**config.mk**
```make
export PLATFORM = sky130hd
export DESIGN_NAME = rx_data_sampler_flat
export DESIGN_NICKNAME = d
export VERILOG_FILES = /design/src/rtl/rx_data_sampler_if.sv /design/src/rtl/rx_data_sampler.sv /design/src/flat_wrapper.sv
export SDC_FILE = /design/constraint.sdc
export NUM_CORES = 1
export LEC_CHECK = 0
export ABC_AREA = 1
export CAP_MARGIN = 20
export CELL_PAD_IN_SITES_DETAIL_PLACEMENT = 0
export CELL_PAD_IN_SITES_GLOBAL_PLACEMENT = 2
export CORE_ASPECT_RATIO = 1.75
export CORE_MARGIN = 3
export CORE_UTILIZATION = 28
export DETAILED_ROUTE_END_ITERATION = 12
export PLACE_DENSITY_LB_ADDON = 0.1
export SLEW_MARGIN = 25
export SYNTH_ARGS = -nofsm -noshare
export SYNTH_HDL_FRONTEND = slang
export SYNTH_SLANG_ARGS = --single-unit
```
**constraint.sdc**
```tcl
create_clock -name CLK -period 1.3 [get_ports CLK]
set_input_delay 0.26 -clock CLK [delete_from_list [all_inputs] [get_ports CLK]]
set_output_delay 0.26 -clock CLK [all_outputs]
set_load 0.005 [all_outputs]
```
**src/rtl/rx_data_sampler_if.sv**
```systemverilog
// Serial-line sampling bus between the UART RX controller and the oversampling front end.
// The master drives the line, prescale and enable; the sampler returns the voted bit and timing strobes.
interface rx_data_sampler_if #(
  parameter int PRESC_W = 6
);
  logic               RX_IN;
  logic [PRESC_W-1:0] Prescale;
  logic               dat_samp_en;
  logic               sampled_bit;
  logic               sample_valid;
  logic [PRESC_W-1:0] edge_cnt;
  logic               bit_done;

  modport master (
    output RX_IN, Prescale, dat_samp_en,
    input  sampled_bit, sample_valid, edge_cnt, bit_done
  );

  modport slave (
    input  RX_IN, Prescale, dat_samp_en,
    output sampled_bit, sample_valid, edge_cnt, bit_done
  );
endinterface

```
**src/rtl/rx_data_sampler.sv**
```systemverilog
// UART RX oversampling front end: synchronises RX_IN, counts edges per bit and
// majority-votes three samples around the bit centre.
module rx_data_sampler #(
  parameter int PRESC_W = 6
) (
  input logic              CLK,
  input logic              RST,
  rx_data_sampler_if.slave bus
);

  logic               sync1_q, sync1_d;
  logic               sync2_q, sync2_d;
  logic               rx_s;
  logic [PRESC_W-1:0] edge_cnt_q, edge_cnt_d;
  logic               s0_q, s0_d;
  logic               s1_q, s1_d;
  logic               s2_q, s2_d;
  logic               sampled_bit_q, sampled_bit_d;
  logic               sample_valid_q, sample_valid_d;
  logic               bit_done_q, bit_done_d;

  logic [PRESC_W-1:0] last_idx;
  logic [PRESC_W-1:0] s0_idx;
  logic [PRESC_W-1:0] s1_idx;
  logic [PRESC_W-1:0] s2_idx;
  logic [PRESC_W-1:0] vote_idx;

  assign rx_s = sync2_q;

  // Unsupported prescale values fall back to 8x oversampling.
  always_comb begin
    case (bus.Prescale)
      PRESC_W'(16): begin
        last_idx = PRESC_W'(15);
        s0_idx   = PRESC_W'(7);
        s1_idx   = PRESC_W'(8);
        s2_idx   = PRESC_W'(9);
        vote_idx = PRESC_W'(10);
      end
      PRESC_W'(32): begin
        last_idx = PRESC_W'(31);
        s0_idx   = PRESC_W'(15);
        s1_idx   = PRESC_W'(16);
        s2_idx   = PRESC_W'(17);
        vote_idx = PRESC_W'(18);
      end
      default: begin
        last_idx = PRESC_W'(7);
        s0_idx   = PRESC_W'(3);
        s1_idx   = PRESC_W'(4);
        s2_idx   = PRESC_W'(5);
        vote_idx = PRESC_W'(6);
      end
    endcase
  end

  always_comb begin
    sync1_d        = bus.RX_IN;
    sync2_d        = sync1_q;
    edge_cnt_d     = '0;
    s0_d           = 1'b0;
    s1_d           = 1'b0;
    s2_d           = 1'b0;
    sampled_bit_d  = sampled_bit_q;
    sample_valid_d = 1'b0;
    bit_done_d     = 1'b0;

    // Dropping the enable discards the partial bit: counter and samples clear.
    if (bus.dat_samp_en) begin
      edge_cnt_d = (edge_cnt_q >= last_idx) ? '0 : edge_cnt_q + PRESC_W'(1);
      s0_d       = (edge_cnt_q == s0_idx) ? rx_s : s0_q;
      s1_d       = (edge_cnt_q == s1_idx) ? rx_s : s1_q;
      s2_d       = (edge_cnt_q == s2_idx) ? rx_s : s2_q;
      if (edge_cnt_q == vote_idx) begin
        sampled_bit_d  = (s0_q & s1_q) | (s0_q & s2_q) | (s1_q & s2_q);
        sample_valid_d = 1'b1;
      end
      bit_done_d = (edge_cnt_q == last_idx);
    end
  end

  always_ff @(posedge CLK or posedge RST) begin
    if (RST) begin
      sync1_q        <= 1'b1;
      sync2_q        <= 1'b1;
      edge_cnt_q     <= '0;
      s0_q           <= 1'b0;
      s1_q           <= 1'b0;
      s2_q           <= 1'b0;
      sampled_bit_q  <= 1'b1;
      sample_valid_q <= 1'b0;
      bit_done_q     <= 1'b0;
    end else begin
      sync1_q        <= sync1_d;
      sync2_q        <= sync2_d;
      edge_cnt_q     <= edge_cnt_d;
      s0_q           <= s0_d;
      s1_q           <= s1_d;
      s2_q           <= s2_d;
      sampled_bit_q  <= sampled_bit_d;
      sample_valid_q <= sample_valid_d;
      bit_done_q     <= bit_done_d;
    end
  end

  assign bus.sampled_bit  = sampled_bit_q;
  assign bus.sample_valid = sample_valid_q;
  assign bus.edge_cnt     = edge_cnt_q;
  assign bus.bit_done     = bit_done_q;

endmodule
```
**src/flat_wrapper.sv**
```systemverilog
// flat-port wrapper written by rule: the top's interface ports become plain ports
module rx_data_sampler_flat 
#(
  parameter int PRESC_W = 6
)
  (CLK, RST, bus_RX_IN, bus_Prescale, bus_dat_samp_en, bus_sampled_bit, bus_sample_valid, bus_edge_cnt, bus_bit_done);
  rx_data_sampler_if #(.PRESC_W(PRESC_W)) bus_i ();
  input logic CLK;
  input logic RST;
  input wire logic [$bits(bus_i.RX_IN)-1:0] bus_RX_IN;
  input wire logic [$bits(bus_i.Prescale)-1:0] bus_Prescale;
  input wire logic [$bits(bus_i.dat_samp_en)-1:0] bus_dat_samp_en;
  output wire logic [$bits(bus_i.sampled_bit)-1:0] bus_sampled_bit;
  output wire logic [$bits(bus_i.sample_valid)-1:0] bus_sample_valid;
  output wire logic [$bits(bus_i.edge_cnt)-1:0] bus_edge_cnt;
  output wire logic [$bits(bus_i.bit_done)-1:0] bus_bit_done;
  assign bus_i.RX_IN = bus_RX_IN;
  assign bus_i.Prescale = bus_Prescale;
  assign bus_i.dat_samp_en = bus_dat_samp_en;
  assign bus_sampled_bit = bus_i.sampled_bit;
  assign bus_sample_valid = bus_i.sample_valid;
  assign bus_edge_cnt = bus_i.edge_cnt;
  assign bus_bit_done = bus_i.bit_done;
  rx_data_sampler #(.PRESC_W(PRESC_W)) u_core (.CLK(CLK), .RST(RST), .bus(bus_i));
endmodule
```
==> impl_metrics.tcl <==
set metrics [dict create \
    cts_tree "done" \
    synth_largest_area_cell "dfrtp_1" \
    leakage_nw 0.761 \
    cts_inserted_buffers 3 \
    rsz0062_at_grt "yes" \
    path_cells "buf_6 > ha_4 > nand4_1 > nand3_4 > buf_12 > nor2_4" \
    gp_congestion 0.844 \
    avgSynthCellArea_um2 8.35 \
    period_share 1.04 \
    violations "negative setup slack" \
    finalHoldViolations 0 \
    rows 26 \
    powerDensity_nw_per_um2 776 \
    via_per_inst 4.62 \
    cts-root-buf "clkbuf_8" \
    dp_slack_ps -725 \
    setup_viol 2 \
    nets 172 \
    drt_iter0_drc 29 \
    antenna_found_initial 0 \
    min_path_type "in2async" \
    dieArea_um2 3800 \
    drive_gt1_frac 0.555 \
    crit_family "flip-flops" \
    remaining_drc_errors 0 \
    dp_hpwl_um 1860 \
    dr.pass1.iters 2 \
    cp_max_fo 5 \
    synth_top_area_frac 0.320 \
    wl_um 2440 \
    endpoint_kind "register" \
    start_util 0.294 \
    max_stage_delay_ps 390 \
    areaGrowthSynthToFinish_pct 76.1 \
    grt_pass1_wl_um 3880 \
    max_cap_violations 0 \
    fp.dieH_um 79.3 \
    io_buffers 18 \
    routed-via-count 846 \
    drv_slew 0 \
    clk_path_buf_depth 2 \
    ioPinCount 19 \
    syn_inst 103 \
    clk-insertion-delay-late_ps 250 \
    worstSetupStartpointType "register" \
    finalWorstSetupSlack_ps -47.2 \
    worstMarginPinSlew_ps 368 \
    dp.cells 164 \
    cts_max_level 1 \
    cp.arrival_ps 1490 \
    fin_crit_ps 1350 \
    crit_path_top_delay_cell "dfrtp_1" \
    insertedDiodeCount 0 \
    worst-path-buf-inv 2 \
    finalNonFillerCells 183 \
    clock_sinks 14 \
    grt_usage 0.146 \
    status "finished, violations left" \
    synth.area.top_cells "dfrtp_1 32%, dfstp_2 9.2%, ha_1 8.7%" \
    grt_max_degree 15 \
    worstSetupPathType "reg2reg" \
    synth-seq-cells 14 \
    syn_area_um2 860 \
    grt_pass1_vias 894 \
    yosysWarnings 0 \
    wire_per_inst_um 13.3 \
    required_ps 1440 \
    max_freq_ghz 0.742 \
    fin_setup_tns_ps -93.0 \
    die_w_um 47.9 \
    syn_nets 119 \
    clkTransAtPathRegs_ps 60 \
    yosysUniqueCellTypes 22 \
    yosysSeqAreaShare 0.412 \
    core-area_um2 2930 \
    slew_headroom 0.753 \
    finClkSkew_ps 1.73 \
    ant_nets 0 \
    grt_overflow 0 \
    ir_drop_mv 0.430 \
]
cell families (layout without fill, tap and decap cells):
| kind of cell | Yosys count | in the layout | share of synthesized area |
|---|---|---|---|
| AND/OR/NAND/NOR | 56 | 56 | 0.341 |
| AO/OA/AOI/OAI | 5 | 5 | 0.0524 |
| adder cells (fa/ha/maj) | 6 | 6 | 0.0873 |
| flip-flops | 14 | 14 | 0.412 |
| buffers and inverters | 20 | 72 | 0.0873 |
| XOR/XNOR | 2 | 2 | 0.0204 |
final timing paths:
| path | from | to | slack (ps) | depth (start not counted) |
|---|---|---|---|---|
| worst min-delay path | RST | u_core.bus.bit_done$_DFF_PP0_ | 310 | 3 |
| worst max register to register | u_core.bus.edge_cnt[3]$_DFF_PP0_ | u_core.bus.edge_cnt[1]$_DFF_PP0_ | -50 | 6 |
| worst min register to register | u_core.sync1_q$_DFF_PP1_ | u_core.rx_s$_DFF_PP1_ | 360 | 0 |
| max in group asynchronous | RST | u_core.rx_s$_DFF_PP1_ | 750 | 3 |
| min in group CLK | u_core.sync1_q$_DFF_PP1_ | u_core.rx_s$_DFF_PP1_ | 360 | 0 |
| worst max-delay path | u_core.bus.edge_cnt[3]$_DFF_PP0_ | u_core.bus.edge_cnt[1]$_DFF_PP0_ | -50 | 6 |
cell usage after synthesis:
library cell,n
nand2_2,3
nor3_1,3
nor2_4,2
nand2_1,20
nand3_1,5
nor2_2,3
o31ai_1,1
nand3b_1,1
ha_1,6
a21oi_1,1
a21oi_4,1
nand4_1,5
xor2_1,2
inv_2,1
nand3_2,3
o21ai_2,1
dfrtp_1,11
inv_1,19
nor2_1,10
o21a_1,1
dfstp_2,3
nand2_4,1
worst register-to-register path, delay by kind of cell, from the launching register on:
family / cells / cell delay (ps)
AND/OR/NAND/NOR: 3 / 360
buffers and inverters: 2 / 260
adder cells (fa/ha/maj): 1 / 250
flip-flops: 1 / 390
timing repair:
| action | in CTS | in global routing |
|---|---|---|
| pin swaps | 14 | 9 |
| hold buffers | 0 | 0 |
| setup endpoints to repair | 21 | 12 |
| buffers inserted | 16 | 2 |
| resized for setup | 56 | 23 |
metal layers:
metal | share of wire | up-vias | track usage
li1 | - | 426 | -
met5 | 0 | - | 0
met3 | 0.034 | 6 | 0.0159
met4 | 0.035 | 0 | 0.0836
met2 | 0.60 | 19 | 0.276
met1 | 0.33 | 395 | 0.134
through the flow:
stage	total power [mW]	util	instance area, um^2	hold slack, ps
4_1_cts	1.16	0.494	1450	320
3_3_place_gp	0.676	0.412	1200	348
2_1_floorplan	0.566	-	877	147
5_1_grt	1.23	0.517	1510	330
6_report	1.17	0.517	1510	313
3_5_place_dp	0.676	0.412	1200	355
layout by cell type, fill, tap and decap left out, types with 4 or more instances in the layout:
cell type and instances:
ha_4 4, clkbuf_8 4, dfrtp_1 9, nor2_1 4, inv_1 14, nand4_1 5
buf_6 9, nor2_2 6, buf_4 25, nand2_1 15, dlygate4sd2_1 8, nand2_2 7
inv_2 4, nor2_4 5
report_power, final:
| part | internal [mW] | switching [mW] |
|---|---|---|
| registers | 0.457 | 0.0133 |
| logic | 0.140 | 0.135 |
| clock network | 0.268 | 0.161 |
| total | 0.865 | 0.309 |
registers in the layout, indices dropped and copies added (netlist names):
signal and cells:
u_core.bus.bit_done 1, u_core.sync1_q 1, u_core.rx_s 1, u_core.bus.edge_cnt 6, u_core.s0_q 1, u_core.bus.sampled_bit 1
u_core.bus.sample_valid 1, u_core.s2_q 1, u_core.s1_q 1
final cells by class:
class | instances | area, um^2
Fill cell | 278 | 1410
Clock buffer | 4 | 55.1
Sequential cell | 14 | 357
Timing Repair Buffer | 48 | 419
Inverter | 20 | 80.1
Tap cell | 28 | 35.0
Multi-Input combinational cell | 69 | 568
Note: power is estimated with default switching activity, not from simulation.
